**src/rtl/fifo_nibble_tx.sv**
```systemverilog
// Pops one word from a FIFO and serialises it on tx as start, LSB-first data,
// optional even parity and stop, each held CLKS_PER_BIT clk cycles.
module fifo_nibble_tx #(
   parameter int D_WIDTH      = 4,
   parameter int CLKS_PER_BIT = 4,
   parameter int PARITY_EN    = 1,
   parameter int RD_LAT       = 1
) (
   input  logic               clk,
   input  logic               rst_n,
   input  logic               en,
   input  logic               empty,
   input  logic [D_WIDTH-1:0] rdata,
   output logic               rinc,
   output logic               tx,
   output logic               busy,
   output logic               frame_done
);

   localparam int CW = (CLKS_PER_BIT > 1) ? $clog2(CLKS_PER_BIT) : 1;
   localparam int BW = (D_WIDTH > 1) ? $clog2(D_WIDTH) : 1;
   localparam logic [CW-1:0] CNT_LAST  = CW'(CLKS_PER_BIT - 1);
   localparam logic [BW-1:0] BIT_LAST  = BW'(D_WIDTH - 1);
   localparam logic [1:0]    WAIT_LAST = (RD_LAT > 0) ? 2'(RD_LAT - 1) : 2'd0;

   typedef enum logic [2:0] {
      IDLE, POP, WAIT, START, DATA, PARITY, STOP
   } state_t;

   state_t             state_q, state_d;
   logic [CW-1:0]      cnt_q, cnt_d;
   logic [BW-1:0]      bit_q, bit_d;
   logic [1:0]         wait_q, wait_d;
   logic [D_WIDTH-1:0] shreg_q, shreg_d;
   logic               par_q, par_d;
   logic               armed_q;
   logic               cnt_last;
   logic               tx_d, rinc_d, busy_d, done_d;

   assign cnt_last = (cnt_q == CNT_LAST);

   always_comb begin
      state_d = state_q;
      cnt_d   = cnt_q;
      bit_d   = bit_q;
      wait_d  = wait_q;
      shreg_d = shreg_q;
      par_d   = par_q;

      // One bit-time counter shared by every line-driving state.
      if (state_q inside {START, DATA, PARITY, STOP}) begin
         cnt_d = cnt_last ? '0 : cnt_q + CW'(1);
      end

      case (state_q)
         IDLE: begin
            cnt_d = '0;
            bit_d = '0;
            // armed_q holds off the first pop until the second edge after reset.
            if (armed_q && en && !empty) begin
               state_d = POP;
            end
         end
         POP: begin
            wait_d = '0;
            if (RD_LAT == 0) begin
               shreg_d = rdata;
               par_d   = ^rdata;
               cnt_d   = '0;
               state_d = START;
            end else begin
               state_d = WAIT;
            end
         end
         WAIT: begin
            if (wait_q == WAIT_LAST) begin
               shreg_d = rdata;
               par_d   = ^rdata;
               cnt_d   = '0;
               state_d = START;
            end else begin
               wait_d = wait_q + 2'd1;
            end
         end
         START: begin
            if (cnt_last) begin
               bit_d   = '0;
               state_d = DATA;
            end
         end
         DATA: begin
            if (cnt_last) begin
               shreg_d = shreg_q >> 1;
               if (bit_q == BIT_LAST) begin
                  state_d = (PARITY_EN != 0) ? PARITY : STOP;
               end else begin
                  bit_d = bit_q + BW'(1);
               end
            end
         end
         PARITY: begin
            if (cnt_last) begin
               state_d = STOP;
            end
         end
         STOP: begin
            if (cnt_last) begin
               state_d = IDLE;
            end
         end
         default: state_d = IDLE;
      endcase
   end

   // Outputs are registered from the next state so they line up with state_q.
   always_comb begin
      tx_d = 1'b1;
      case (state_d)
         START:   tx_d = 1'b0;
         DATA:    tx_d = shreg_d[0];
         PARITY:  tx_d = par_d;
         default: tx_d = 1'b1;
      endcase
      rinc_d = (state_d == POP);
      busy_d = (state_d != IDLE);
      done_d = (state_d == STOP) && (cnt_d == CNT_LAST);
   end

   always_ff @(posedge clk or negedge rst_n) begin
      if (!rst_n) begin
         state_q    <= IDLE;
         cnt_q      <= '0;
         bit_q      <= '0;
         wait_q     <= '0;
         shreg_q    <= '0;
         par_q      <= 1'b0;
         armed_q    <= 1'b0;
         tx         <= 1'b1;
         rinc       <= 1'b0;
         busy       <= 1'b0;
         frame_done <= 1'b0;
      end else begin
         state_q    <= state_d;
         cnt_q      <= cnt_d;
         bit_q      <= bit_d;
         wait_q     <= wait_d;
         shreg_q    <= shreg_d;
         par_q      <= par_d;
         armed_q    <= 1'b1;
         tx         <= tx_d;
         rinc       <= rinc_d;
         busy       <= busy_d;
         frame_done <= done_d;
      end
   end

endmodule

```
**config.mk**
```make
export PLATFORM = sky130hd
export DESIGN_NAME = fifo_nibble_tx
export DESIGN_NICKNAME = d
export VERILOG_FILES = /design/src/rtl/fifo_nibble_tx.sv
export SDC_FILE = /design/constraint.sdc
export NUM_CORES = 1
export LEC_CHECK = 0
export CAP_MARGIN = 10
export CORE_ASPECT_RATIO = 0.6
export CORE_MARGIN = 2
export CORE_UTILIZATION = 49
export DETAILED_ROUTE_END_ITERATION = 10
export PLACE_DENSITY_LB_ADDON = 0.08
export SYNTH_ARGS = -nofsm -noshare
export SYNTH_HDL_FRONTEND = slang
export SYNTH_SLANG_ARGS = --single-unit
export TNS_END_PERCENT = 30
```
**constraint.sdc**
```tcl
create_clock -name clk -period 1.69 [get_ports clk]
set_clock_uncertainty 0.1 [all_clocks]
set_input_delay 0.4225 -clock clk [delete_from_list [all_inputs] [get_ports clk]]
set_output_delay 0.4225 -clock clk [all_outputs]
set_load 0.05 [all_outputs]
```
# [Word-level counts from Yosys, hierarchy flattened]
# Cells that the tools add are included.
[totals] ff_bits=19 wordCells=73
[classes] n_eq_ne=19 n_reduce_logical=15 add_sub_neg=3 muxes=24
[ops] op="$mux 3" count=7
[ops] op="$pmux 3 s7" count=1
[ops] op="$eq 3x3->1 const B" count=6
[ops] op="$mux 2" count=7
[ops] op="$ne 2x2->1 const B" count=5
[ops] op="$eq 3x2->1 const B" count=3
[ops] op="$mux 4" count=2
[ops] op="$pmux 2 s2" count=2
[ops] op="$pmux 4 s2" count=1
[ops] op="$add 2x1->2 const B" count=3
[ops] op="$eq 2x2->1 const B" count=3
[ops] op="$eq 3x1->1 const B" count=2
[ops] op="$pmux 2 s3" count=1
[ops] op="$reduce_bool 3->1" count=2
[ops] op="$reduce_and 4->1" count=1
[ops] op="$reduce_bool 2->1" count=2
[ops] op="$reduce_bool 4->1" count=1
[ops] op="$reduce_xor 4->1" count=1
[ops] op="$logic_and 1x1->1" count=3
[ops] op="$logic_not 3->1" count=1
[ops] op="$pmux 1 s3" count=1
[ops] op="$reduce_and 3->1" count=1
[ops] op="$logic_not 2->1" count=1
[ops] op="$mux 1" count=2
[ops] op="2 further kinds" count=2

# [Longest topological paths before layout]
# Gate-level depths: netlist (run 1).
[logic_depth] word_depth=7 mapped_depth=8 depth_no_buf=7

# [Worst setup path after synthesis (run 1)]
# No wires, ideal clock.
[synth_path] path_type="reg-to-reg" start="register cnt_q[0]" end="register bit_q[0]" required_time_ns=1.465 slack_ns=-0.176 n_path_buf=1 setup_time_ns=0.125 arrival_ns=1.641 path_stages_with_launch=8 synth_period_minus_slack_ns=1.866 path_cell_list="dfrtp_1 ha_1 buf_2 and3_1 nor2_1 nor2_1 a31oi_1 mux2_2"
[synth_via] elab_chain_cells=3
[synth_rtl] item="start, declared" line="31" text="logic [CW-1:0] cnt_q, cnt_d;"
[synth_rtl] item="start signal, assigned" line="144" text="cnt_q <= cnt_d;"
[synth_rtl] item="$eq 2x2->1 *" line="40" text="assign cnt_last = (cnt_q == CNT_LAST);"
[synth_rtl] item="$ne 2x2->1 (no line)"
[synth_rtl] item="$reduce_and 4->1 (no line) *"
[synth_rtl] item="end signal, assigned" line="145" text="bit_q <= bit_d;"
[synth_rtl] item="end, declared" line="32" text="logic [BW-1:0] bit_q, bit_d;"
# Mark *: on every way between the ends. The rest lies on a longest branch, timed or not.
# A chain may end at the register's enable or synchronous reset.

# [Final worst setup path (run 1)]
[layout_path] start="register wait_q[0]" end="register tx"
[layout_rtl] item="start, declared" line="33" text="logic [1:0] wait_q, wait_d;"
[layout_rtl] item="start signal, assigned" line="146" text="wait_q <= wait_d;"
[layout_rtl] item="$logic_not 2->1" line="76" text="if (wait_q == WAIT_LAST) begin"
[layout_rtl] item="$mux 4" line="76"
[layout_rtl] item="$pmux 4 s2" line="55" text="case (state_q)"
[layout_rtl] item="via shreg_d[0]" line="34" text="logic [D_WIDTH-1:0] shreg_q, shreg_d;"
[layout_rtl] item="$pmux 1 s3" line="118" text="case (state_d)"
[layout_rtl] item="via tx_d" line="38" text="logic tx_d, rinc_d, busy_d, done_d;"
[layout_rtl] item="end signal, assigned" line="150" text="tx <= tx_d;"
[layout_rtl] item="end, declared" line="15" text="output logic tx,"
# The timed path passes the listed nets, and every way through them passes these cells. The select of a mux whose other input is x is not followed.

==> results_tabular.tex, run 1 <==
\begin{tabular}{lr}
\hline
Metric & Value \\
\hline
\multicolumn{2}{l}{\textbf{Logic synthesis}} \\
Yosys cell types & 39 \\
Cell accounting for the most synthesized area & dfrtp\_1 \\
Synthesized flop and latch total & 19 \\
Sequential share of the synthesized area & 0.439 \\
Most frequent cell after synthesis & dfrtp\_1 \\
Most frequent cells after synthesis & 18 x dfrtp\_1, 10 x nor2\_1, 9 x nand2\_1 \\
Top cells by area, synth & dfrtp\_1 41\%, mux2i\_1 5.5\%, ha\_1 4.6\% \\
Mapped Cells & 110 \\
Share of synthesized flip-flops with an asynchronous set or reset & 1.00 \\
Synth Cell Area & 1090 µm² \\
Yosys warns & 0 \\
Synthesized Nets & 122 \\
Area share of the largest cell type after synthesis & 0.415 \\
Commonest register cell after synthesis & dfrtp\_1 \\
Post-synthesis area per instance & 9.87 µm² \\
Count of flip-flops with a built-in enable after synthesis & 0 \\
\multicolumn{2}{l}{\textbf{Cells and area}} \\
Share of cells above drive strength 1 & 0.340 \\
Area growth from synthesis to layout & 42.3\% \\
Count of nets after finishing & 157 \\
Area occupied by multi-input gates & 612 µm² \\
Fillers & 149 \\
Total inserted antenna cells & 0 \\
Area taken by flip-flops and latches & 479 µm² \\
Final Instance Area & 1550 µm² \\
\multicolumn{2}{l}{\textbf{Floorplan}} \\
Die height & 40.5 µm \\
Die area & 2620 µm² \\
Number of primary I/O pins & 12 \\
Initial Util & 0.510 \\
Placement Rows & 13 \\
Placeable core region & 2130 µm² \\
Die Wd & 64.8 µm \\
\multicolumn{2}{l}{\textbf{STA}} \\
Setup violation total in the final timing report & 0 \\
Post-layout worst setup margin & 0.0149 ns \\
Final Hold Fails & 0 \\
Part of the cycle the worst path needs & 0.991 \\
Number of max-slew violations in the final report & 0 \\
Setup repair after global routing missed its margin & true \\
Highest Clock Rate & 597 MHz \\
Post-layout minimum cycle time & 1.68 ns \\
\multicolumn{2}{l}{\textbf{Clocking}} \\
Master cell of the clock root buffer & clkbuf\_8 \\
Source-to-sink clock delay at the later pin of the worst-skew pair & 0.26 ns \\
CTS H-tree lvls & 1 \\
Clock buffer count from CTS & 3 \\
Number of clock sinks & 19 \\
TritonCTS clock tree & built \\
Clock-pin slew reported for the worst setup and hold paths after clock tree synthesis & 0.07 ns \\
Number of buffers inserted by hold repair at cts & 0 \\
Maximum buffer depth of the clock tree & 2 \\
\multicolumn{2}{l}{\textbf{Critical path}} \\
Crit. End Element & register \\
Startpoint type of the worst setup path & register \\
Critical path class & register to register \\
Maximum fanout along the worst path & 4 \\
Worst EP arrival & 1.76 ns \\
Data required time at the worst endpoint & 1.77 ns \\
\multicolumn{2}{l}{\textbf{Power and ir drop}} \\
Cell leakage power & 0.701 nW \\
IR Drop Worst-Case VDD & 0.910 mV \\
Pwr dens & 1640 nW/µm² \\
\multicolumn{2}{l}{\textbf{Global routing}} \\
Wire length of the first global-routing pass & 3.96 mm \\
Largest net degree at the start of global routing & 20 \\
All-layer global routing usage & 0.218 \\
Total congestion overflow & 0 \\
Vias in the first global route & 828 \\
Initial antenna violation count & 0 \\
\multicolumn{2}{l}{\textbf{Placed design}} \\
Final weighted congestion in routability-driven placement & 0.822 \\
Port bufs & 11 \\
Total placed instance area & 1430 µm² \\
Pre-CTS setup slack & -0.212 ns \\
DP Wirelength & 1.90 mm \\
\multicolumn{2}{l}{\textbf{Drt}} \\
Length of the first detailed-routing pass in iterations & 4 \\
Detail Route Antenna Nets & 0 \\
Starting DRC count in detailed routing & 38 \\
Via Count & 932 \\
Residual DRC & 0 \\
Routed len/inst & 14.4 µm \\
Final WL & 2.50 mm \\
Via-per-instance ratio & 5.36 \\
\multicolumn{2}{l}{\textbf{Run status}} \\
Run status & complete, no violations \\
\multicolumn{2}{l}{\textbf{Run}} \\
Max-Cap Viols & 0 \\
\multicolumn{2}{l}{\textbf{Hold path}} \\
Path class of the lowest-slack min-delay path & register to register \\
\hline
\end{tabular}
==> final timing paths <==
check	slack, ns	end	from	depth (start not counted)
max in group asynchronous	0.83	tx	rst_n	2
min reg2reg	0.38	shreg_q[1]	shreg_q[1]	2
max	0.01	tx	wait_q[0]	7
max reg2reg	0.01	tx	wait_q[0]	7
min in group asynchronous	0.39	cnt_q[0]	rst_n	2
min	0.38	shreg_q[1]	shreg_q[1]	2
==> sequential cells by signal (all words and copies together) (netlist names) <==
signal / count
frame_done: 1
cnt_q: 2
rinc: 1
busy: 1
bit_q: 2
tx: 1
shreg_q: 4
wait_q: 2
par_q: 1
armed_q: 1
state_q: 3
==> critical path: stages, from the launching register on <==
cell       delay [ns]
dfrtp_1          0.39
inv_2            0.08
ha_4             0.14
and4bb_4         0.29
a21oi_4          0.04
a221o_1          0.35
mux2i_1          0.14
a2bb2oi_1        0.07
==> layout by cell type, fill, tap and decap left out, types with 2 or more instances in the layout <==
cell / instances
buf_4: 24
dfrtp_1: 16
nor2_1: 9
nand2_1: 9
inv_1: 7
clkdlybuf4s50_1: 7
mux2i_1: 6
o21ai_0: 6
buf_12: 4
xnor2_1: 3
a22oi_1: 3
clkbuf_8: 3
nand2b_1: 2
nor4bb_1: 2
a21oi_1: 2
nand3_1: 2
and3_1: 2
o221ai_2: 2
nor3_1: 2
a32oi_1: 2
ha_4: 2
dfrtp_2: 2
==> per-stage QoR <==
| step | setup TNS [ns] | hold slack, ns | power, mW | util | std cells |
|---|---|---|---|---|---|
| 2_1_floorplan | -0.0902 | 0.0269 | 1.53 | - | 110 |
| 3_3_place_gp | -0.293 | 0.357 | 2.02 | 0.670 | 169 |
| 3_5_place_dp | -0.378 | 0.365 | 2.06 | 0.670 | 169 |
| 4_1_cts | -0.00646 | 0.381 | 2.46 | 0.711 | 174 |
| 5_1_grt | -0.134 | 0.405 | 2.71 | 0.725 | 174 |
| 6_report | 0 | 0.377 | 2.53 | 0.725 | 174 |
==> logic make-up (layout without fill, tap and decap cells) <==
family,Yosys count,after routing,synth area share
xor+xnor,4,4,0.0323
flops,19,19,0.439
compound gates,25,25,0.169
other cells,1,1,0.00345
mux,7,7,0.0657
fa+ha+maj,4,4,0.0461
simple gates,36,36,0.185
buf+inv,14,48,0.0587
==> layer usage <==
metal / wire, µm / global-route usage / up-vias
met5: 0 / 0 / -
met4: 13 / 0.0638 / 0
li1: - / - / 461
met2: 1100 / 0.322 / 26
met1: 1270 / 0.312 / 443
met3: 124 / 0.0590 / 2
==> area by class of cell <==
class | instances | area share
sequential | 19 | 0.310
clock buffer | 4 | 0.0291
timing repair buffer | 36 | 0.221
multi-input combinational | 77 | 0.396
inverter | 8 | 0.0194
tap | 30 | 0.0243
==> power breakdown <==
group | switching, mW | internal (mW) | leakage, nW
registers | 0.142 | 0.609 | 0.236
logic | 0.715 | 0.750 | 0.442
clock network | 0.148 | 0.168 | 0.0228
total | 1.01 | 1.53 | 0.701
==> what timing repair did <==
action                                  4_1_cts  5_1_grt
setup buffers                                 1        0
resized for setup                             9        8
pin swaps                                     1        1
endpoints found under the setup margin        3        6
Power figures use the tool's default switching activity.
==> inputs of run 2 (changes only) <==
--- a/config.mk
+++ b/config.mk
@@ -7,10 +7,10 @@
 export LEC_CHECK = 0
 export CAP_MARGIN = 10
 export CORE_ASPECT_RATIO = 0.6
-export CORE_MARGIN = 2
 export CORE_UTILIZATION = 49
 export DETAILED_ROUTE_END_ITERATION = 10
 export PLACE_DENSITY_LB_ADDON = 0.08
+export SLEW_MARGIN = 40
 export SYNTH_ARGS = -nofsm -noshare
 export SYNTH_HDL_FRONTEND = slang
 export SYNTH_SLANG_ARGS = --single-unit
==> results_tabular.tex, run 2 (synthesis gave the netlist of run 1 again) <==
\begin{tabular}{lr}
\hline
Metric & Value \\
\hline
\multicolumn{2}{l}{\textbf{Critical path}} \\
Crit. End Element & register \\
Startpoint type of the worst setup path & register \\
Worst setup startpoint & state\_q[1] \\
Worst EP arrival & 1.82 ns (+0.06 ns) \\
Critical path class & register to register \\
Data required time at the worst endpoint & 1.78 ns (about the same) \\
Worst flop-to-flop path startpoint & state\_q[1] \\
Maximum fanout along the worst path & 8 (+4) \\
\multicolumn{2}{l}{\textbf{Floorplan}} \\
Die area & 2410 µm² (-7.9\%) \\
Die Wd & 62.8 µm (-3.1\%) \\
Placement Rows & 12 (-1) \\
Placeable core region & 1970 µm² (-7.7\%) \\
Number of primary I/O pins & 12 (unchanged) \\
Die height & 38.5 µm (-4.9\%) \\
Initial Util & 0.552 (+0.0425) \\
\multicolumn{2}{l}{\textbf{STA}} \\
Setup repair after global routing missed its margin & true \\
Post-layout minimum cycle time & 1.73 ns (+0.0562 ns) \\
Highest Clock Rate & 578 MHz (-3.2\%) \\
Post-layout worst setup margin & -0.0412 ns (-0.0562 ns) \\
Final Hold Fails & 0 (unchanged) \\
Number of max-slew violations in the final report & 0 (unchanged) \\
Part of the cycle the worst path needs & 1.02 (+0.0332) \\
Setup violation total in the final timing report & 1 (+1) \\
\multicolumn{2}{l}{\textbf{Cells and area}} \\
Area growth from synthesis to layout & 47.8\% \\
Share of cells above drive strength 1 & 0.394 (+0.0541) \\
Filler-free cell count of the finished design & 170 (-2.3\%) \\
Largest registers in the final layout & shreg\_q (4), state\_q (3) \\
Total inserted antenna cells & 0 (unchanged) \\
Largest Register & shreg\_q \\
Flip-flop count of the largest register after layout & 4 (unchanged) \\
Count of nets after finishing & 155 (-1.3\%) \\
Fillers & 124 (-17\%) \\
Final Instance Area & 1610 µm² (+3.9\%) \\
Highest-count cells in the layout ignoring fill and taps & 22 x buf\_4, 16 x dfrtp\_1, 9 x nand2\_1 \\
Core Util, Final & 0.816 (+0.0910) \\
Leading cell type in the layout, fill and taps excluded & buf\_4 \\
\multicolumn{2}{l}{\textbf{Drt}} \\
Via Count & 998 (+7.1\%) \\
Detail Route Antenna Nets & 0 (unchanged) \\
Routed len/inst & 17.5 µm (+22\%) \\
Starting DRC count in detailed routing & 49 (+29\%) \\
Final WL & 2.98 mm (+19\%) \\
Length of the first detailed-routing pass in iterations & 4 (unchanged) \\
Via-per-instance ratio & 5.87 (+9.6\%) \\
Residual DRC & 0 (unchanged) \\
\multicolumn{2}{l}{\textbf{Placed design}} \\
Final weighted congestion in routability-driven placement & 0.794 (-3.4\%) \\
Number of instances in the placed design & 163 (-3.6\%) \\
Total placed instance area & 1400 µm² (-2.3\%) \\
DP Wirelength & 2.03 mm (+7.3\%) \\
Port bufs & 11 (unchanged) \\
\multicolumn{2}{l}{\textbf{Clocking}} \\
TritonCTS clock tree & built \\
Maximum buffer depth of the clock tree & 2 (unchanged) \\
Clock buffer count from CTS & 3 (unchanged) \\
Number of buffers inserted by hold repair at cts & 0 (unchanged) \\
CTS H-tree lvls & 1 (unchanged) \\
Number of clock sinks & 19 (unchanged) \\
Clock-pin slew reported for the worst setup and hold paths after clock tree synthesis & 0.07 ns (about the same) \\
Source-to-sink clock delay at the later pin of the worst-skew pair & 0.26 ns (about the same) \\
Master cell of the clock root buffer & clkbuf\_8 \\
\multicolumn{2}{l}{\textbf{Run status}} \\
Run status & finished, violations left \\
Failing checks & setup timing \\
\multicolumn{2}{l}{\textbf{Global routing}} \\
Wire length of the first global-routing pass & 4.52 mm (+14\%) \\
Total congestion overflow & 0 (unchanged) \\
Largest net degree at the start of global routing & 20 (unchanged) \\
All-layer global routing usage & 0.270 (+0.0523) \\
Vias in the first global route & 929 (+12\%) \\
Initial antenna violation count & 0 (unchanged) \\
\multicolumn{2}{l}{\textbf{Hold path}} \\
Worst hold start & shreg\_q[2] \\
Path class of the lowest-slack min-delay path & register to register \\
\multicolumn{2}{l}{\textbf{Power and ir drop}} \\
Pwr dens & 1670 nW/µm² (+1.6\%) \\
Cell leakage power & 0.719 nW (+2.6\%) \\
IR Drop Worst-Case VDD & 1.11 mV (+22\%) \\
\multicolumn{2}{l}{\textbf{Run}} \\
Max-Cap Viols & 0 (unchanged) \\
\hline
\end{tabular}
[run 2: critical path: stages (launching register included)]
cell	delay, ns
dfrtp_2	0.51
nor3b_4	0.23
buf_6	0.15
a21oi_4	0.06
a221o_1	0.33
mux2i_1	0.20
a2bb2oi_2	0.08
[run 2: through the flow]
| stage | power, mW | worst slack (ns) | setup TNS, ns | hold WS (ns) |
|---|---|---|---|---|
| global placement | 1.99 | -0.227 | -0.427 | 0.357 |
| CTS | 2.44 | -0.0307 | -0.0442 | 0.393 |
| global route | 2.82 | -0.0510 | -0.162 | 0.401 |
| detailed placement | 2.04 | -0.310 | -0.680 | 0.375 |
| finish | 2.67 | -0.0412 | -0.0412 | 0.394 |
| floorplan | 1.53 | -0.0891 | -0.0902 | 0.0269 |
[run 2: worst paths after layout]
path                                    to  slack, ns  depth (start not counted)
worst max-delay path                    tx      -0.04                          6
worst min-delay path            shreg_q[2]       0.39                          2
worst max register to register          tx      -0.04                          6
worst min register to register  shreg_q[2]       0.39                          2
max in group asynchronous               tx       0.82                          2
min in group asynchronous             rinc       0.40                          2
[run 2: layout make-up]
type                            instances  area, µm²  area share
Multi-Input combinational cell         77        687       0.428
Inverter                                8       30.0      0.0187
Sequential cell                        19        479       0.299
Clock buffer                            4       45.0      0.0281
Timing Repair Buffer                   34        329       0.205
Tap cell                               28       35.0      0.0218
[run 2: timing repair]
item | 4_1_cts | 5_1_grt
hold endpoints to repair | 0 | 0
setup buffers | 1 | 2
pin swaps | 4 | 5
endpoints found under the setup margin | 5 | 5
resized for setup | 12 | 20
[run 2: per-layer routing]
metal	wire (µm)	track usage	vias to the layer above
met1	1240	0.330	474
met5	0	0	-
met2	1370	0.454	54
li1	-	-	456
met4	113	0.105	0
met3	261	0.0893	14
[run 2: report_power, final]
group | total [mW] | internal (mW) | switching (mW)
clock | 0.324 | 0.168 | 0.156
combinational | 1.58 | 0.791 | 0.788
sequential | 0.770 | 0.608 | 0.162
==> inputs of run 3 (changes only) <==
--- a/config.mk
+++ b/config.mk
@@ -7,6 +7,7 @@
 export LEC_CHECK = 0
 export CAP_MARGIN = 10
 export CORE_ASPECT_RATIO = 0.6
+export CORE_MARGIN = 10
 export CORE_UTILIZATION = 49
 export DETAILED_ROUTE_END_ITERATION = 10
 export PLACE_DENSITY_LB_ADDON = 0.08
==> results_tabular.tex, run 3 (synthesis gave the netlist of run 1 again) <==
\begin{tabular}{lr}
\hline
Metric & Value \\
\hline
\multicolumn{2}{l}{\textbf{Global routing}} \\
Wire length of the first global-routing pass & 3.84 mm (-15\%) \\
Vias in the first global route & 804 (-13\%) \\
Initial antenna violation count & 0 (unchanged) \\
All-layer global routing usage & 0.110 (-0.160) \\
Largest net degree at the start of global routing & 20 (unchanged) \\
Total congestion overflow & 0 (unchanged) \\
\multicolumn{2}{l}{\textbf{STA}} \\
Highest Clock Rate & 602 MHz (+4.3\%) \\
Setup repair after global routing missed its margin & true \\
Final Hold Fails & 0 (unchanged) \\
Setup violation total in the final timing report & 0 (-1) \\
Part of the cycle the worst path needs & 0.982 (-0.0420) \\
Number of max-slew violations in the final report & 0 (unchanged) \\
Post-layout worst setup margin & 0.0298 ns (+0.0710 ns) \\
Hold Slack & 0.376 ns (-0.0181 ns) \\
Post-Route Setup TNS & 0 ns (+0.0412 ns) \\
Post-layout minimum cycle time & 1.66 ns (-0.0710 ns) \\
\multicolumn{2}{l}{\textbf{Power and ir drop}} \\
Pwr dens & 1590 nW/µm² (-4.3\%) \\
Fraction of power consumed by the clock network & 0.128 (+0.007) \\
Cell leakage power & 0.689 nW (-4.2\%) \\
Sequential group share of total power & 0.311 (+0.023) \\
Switching share of power & 0.397 (-0.0167) \\
Combinational fraction of design power & 0.561 (-0.030) \\
Internal power contribution & 1.48 mW (-5.8\%) \\
Switching power total & 0.973 mW (-12\%) \\
IR Drop Worst-Case VDD & 0.853 mV (-23\%) \\
\multicolumn{2}{l}{\textbf{Drt}} \\
Routed len/inst & 14.6 µm (-17\%) \\
Residual DRC & 0 (unchanged) \\
Via-per-instance ratio & 5.35 (-8.8\%) \\
Via Count & 921 (-7.7\%) \\
Length of the first detailed-routing pass in iterations & 4 (unchanged) \\
Final WL & 2.52 mm (-16\%) \\
Starting DRC count in detailed routing & 63 (+29\%) \\
Detail Route Antenna Nets & 0 (unchanged) \\
\multicolumn{2}{l}{\textbf{Critical path}} \\
Crit path max-delay cell type & dfrtp\_2 \\
Startpoint type of the worst setup path & register \\
Cell breakdown of the critical path & buf\_6 -> nor4bb\_4 -> a21oi\_1 -> o211ai\_1 -> or3\_1 \\
Biggest cell delay along the critical path & 0.47 ns (-0.04 ns) \\
Data required time at the worst endpoint & 1.73 ns (-0.05 ns) \\
Critical path class & register to register \\
Maximum fanout along the worst path & 10 (+2) \\
Crit. End Element & register \\
Worst EP arrival & 1.70 ns (-0.12 ns) \\
\multicolumn{2}{l}{\textbf{Floorplan}} \\
Die area & 4560 µm² (+89\%) \\
Placement Rows & 13 (+1) \\
Die height & 56.5 µm (+47\%) \\
Number of primary I/O pins & 12 (unchanged) \\
Initial Util & 0.510 (-0.0425) \\
Die Wd & 80.8 µm (+29\%) \\
Placeable core region & 2130 µm² (+8.3\%) \\
\multicolumn{2}{l}{\textbf{Cells and area}} \\
Area growth from synthesis to layout & 41.6\% \\
Largest Register & shreg\_q \\
Largest registers in the final layout & shreg\_q (4), state\_q (3) \\
Total inserted antenna cells & 0 (unchanged) \\
Count of nets after finishing & 155 (unchanged) \\
Highest-count cells in the layout ignoring fill and taps & 22 x buf\_4, 15 x dfrtp\_1, 9 x nor2\_1, 9 x nand2\_1 \\
Flip-flop count of the largest register after layout & 4 (unchanged) \\
Leading cell type in the layout, fill and taps excluded & buf\_4 \\
Share of cells above drive strength 1 & 0.345 (-0.0493) \\
Fillers & 167 (+35\%) \\
\multicolumn{2}{l}{\textbf{Clocking}} \\
Maximum buffer depth of the clock tree & 2 (unchanged) \\
Source-to-sink clock delay at the later pin of the worst-skew pair & 0.25 ns (about the same) \\
Master cell of the clock root buffer & clkbuf\_8 \\
TritonCTS clock tree & built \\
Clock-pin slew reported for the worst setup and hold paths after clock tree synthesis & 0.07 ns (about the same) \\
Number of clock sinks & 19 (unchanged) \\
Clock buffer count from CTS & 3 (unchanged) \\
CTS H-tree lvls & 1 (unchanged) \\
Number of buffers inserted by hold repair at cts & 0 (unchanged) \\
\multicolumn{2}{l}{\textbf{Hold path}} \\
Path class of the lowest-slack min-delay path & register to register \\
\multicolumn{2}{l}{\textbf{Run status}} \\
Run status & complete, no violations \\
\multicolumn{2}{l}{\textbf{Placed design}} \\
Pre-CTS setup slack & -0.214 ns (+0.0958 ns) \\
DP Wirelength & 1.82 mm (-10\%) \\
Final weighted congestion in routability-driven placement & 0.792 (-0.28\%) \\
Port bufs & 11 (unchanged) \\
\multicolumn{2}{l}{\textbf{Run}} \\
Max-Cap Viols & 0 (unchanged) \\
\hline
\end{tabular}
-- run 3: cell types whose count changed in the layout (fill, tap and decap cells not counted), sizes merged --
cell	previous run	this run
clkdlybuf4s50	6	7
dlymetal6s2s	1	0
-- run 3: area by class of cell --
class                           count  area (µm²)  share of cell area
Multi-Input combinational cell     77         618               0.402
Inverter                            8        30.0              0.0195
Timing Repair Buffer               34         327               0.212
Sequential cell                    19         480               0.312
Clock buffer                        4        45.0              0.0293
Tap cell                           30        37.5              0.0244
-- run 3: power groups by stage --
stage	Clock, mW	Sequential, mW	Combinational [mW]
after detailed placement	0	0.749	1.23
final	0.314	0.761	1.37
after floorplan	0	0.782	0.743
after global routing	0.349	0.782	1.49
after CTS	0.328	0.753	1.26
after global placement	0	0.742	1.21
-- run 3: timing repair --
action                     in CTS  in global routing
cloned                          0                  0
buffers inserted                0                  4
pin swaps                       1                  6
setup endpoints to repair       3                  4
hold endpoints to repair        0                  0
resized for setup               8                 10
-- run 3: final timing paths --
check	start	end	slack (ns)	cells after the start
hold reg to reg	shreg_q[1]	shreg_q[1]	0.38	2
setup reg to reg	state_q[0]	busy	0.03	5
hold / removal	shreg_q[1]	shreg_q[1]	0.38	2
setup / recovery	state_q[0]	busy	0.03	5
min in group asynchronous	rst_n	frame_done	0.41	2
max in group asynchronous	rst_n	tx	0.81	2
-- run 3: per-stage QoR --
| stage | instances | utilization | total power, mW | instance area, µm² |
|---|---|---|---|---|
| 2_1_floorplan | 110 | - | 1.53 | 1100 |
| 3_3_place_gp | 164 | 0.652 | 1.95 | 1390 |
| 3_5_place_dp | 164 | 0.652 | 1.98 | 1390 |
| 4_1_cts | 168 | 0.687 | 2.34 | 1460 |
| 5_1_grt | 172 | 0.722 | 2.63 | 1540 |
| 6_report | 172 | 0.722 | 2.45 | 1540 |
-- run 3: critical path: cells and delay by family (launching register included) --
family          cells  cell delay, ns
buf+inv             1            0.17
compound gates      2            0.34
simple gates        2            0.48
flops               1            0.47
-- run 3: routing by layer --
layer | routed length (µm) | global-route usage | share of wire
met5 | 0 | 0 | 0
met4 | 32 | 0.0442 | 0.013
met3 | 167 | 0.0476 | 0.066
met2 | 1050 | 0.147 | 0.42
met1 | 1260 | 0.148 | 0.50
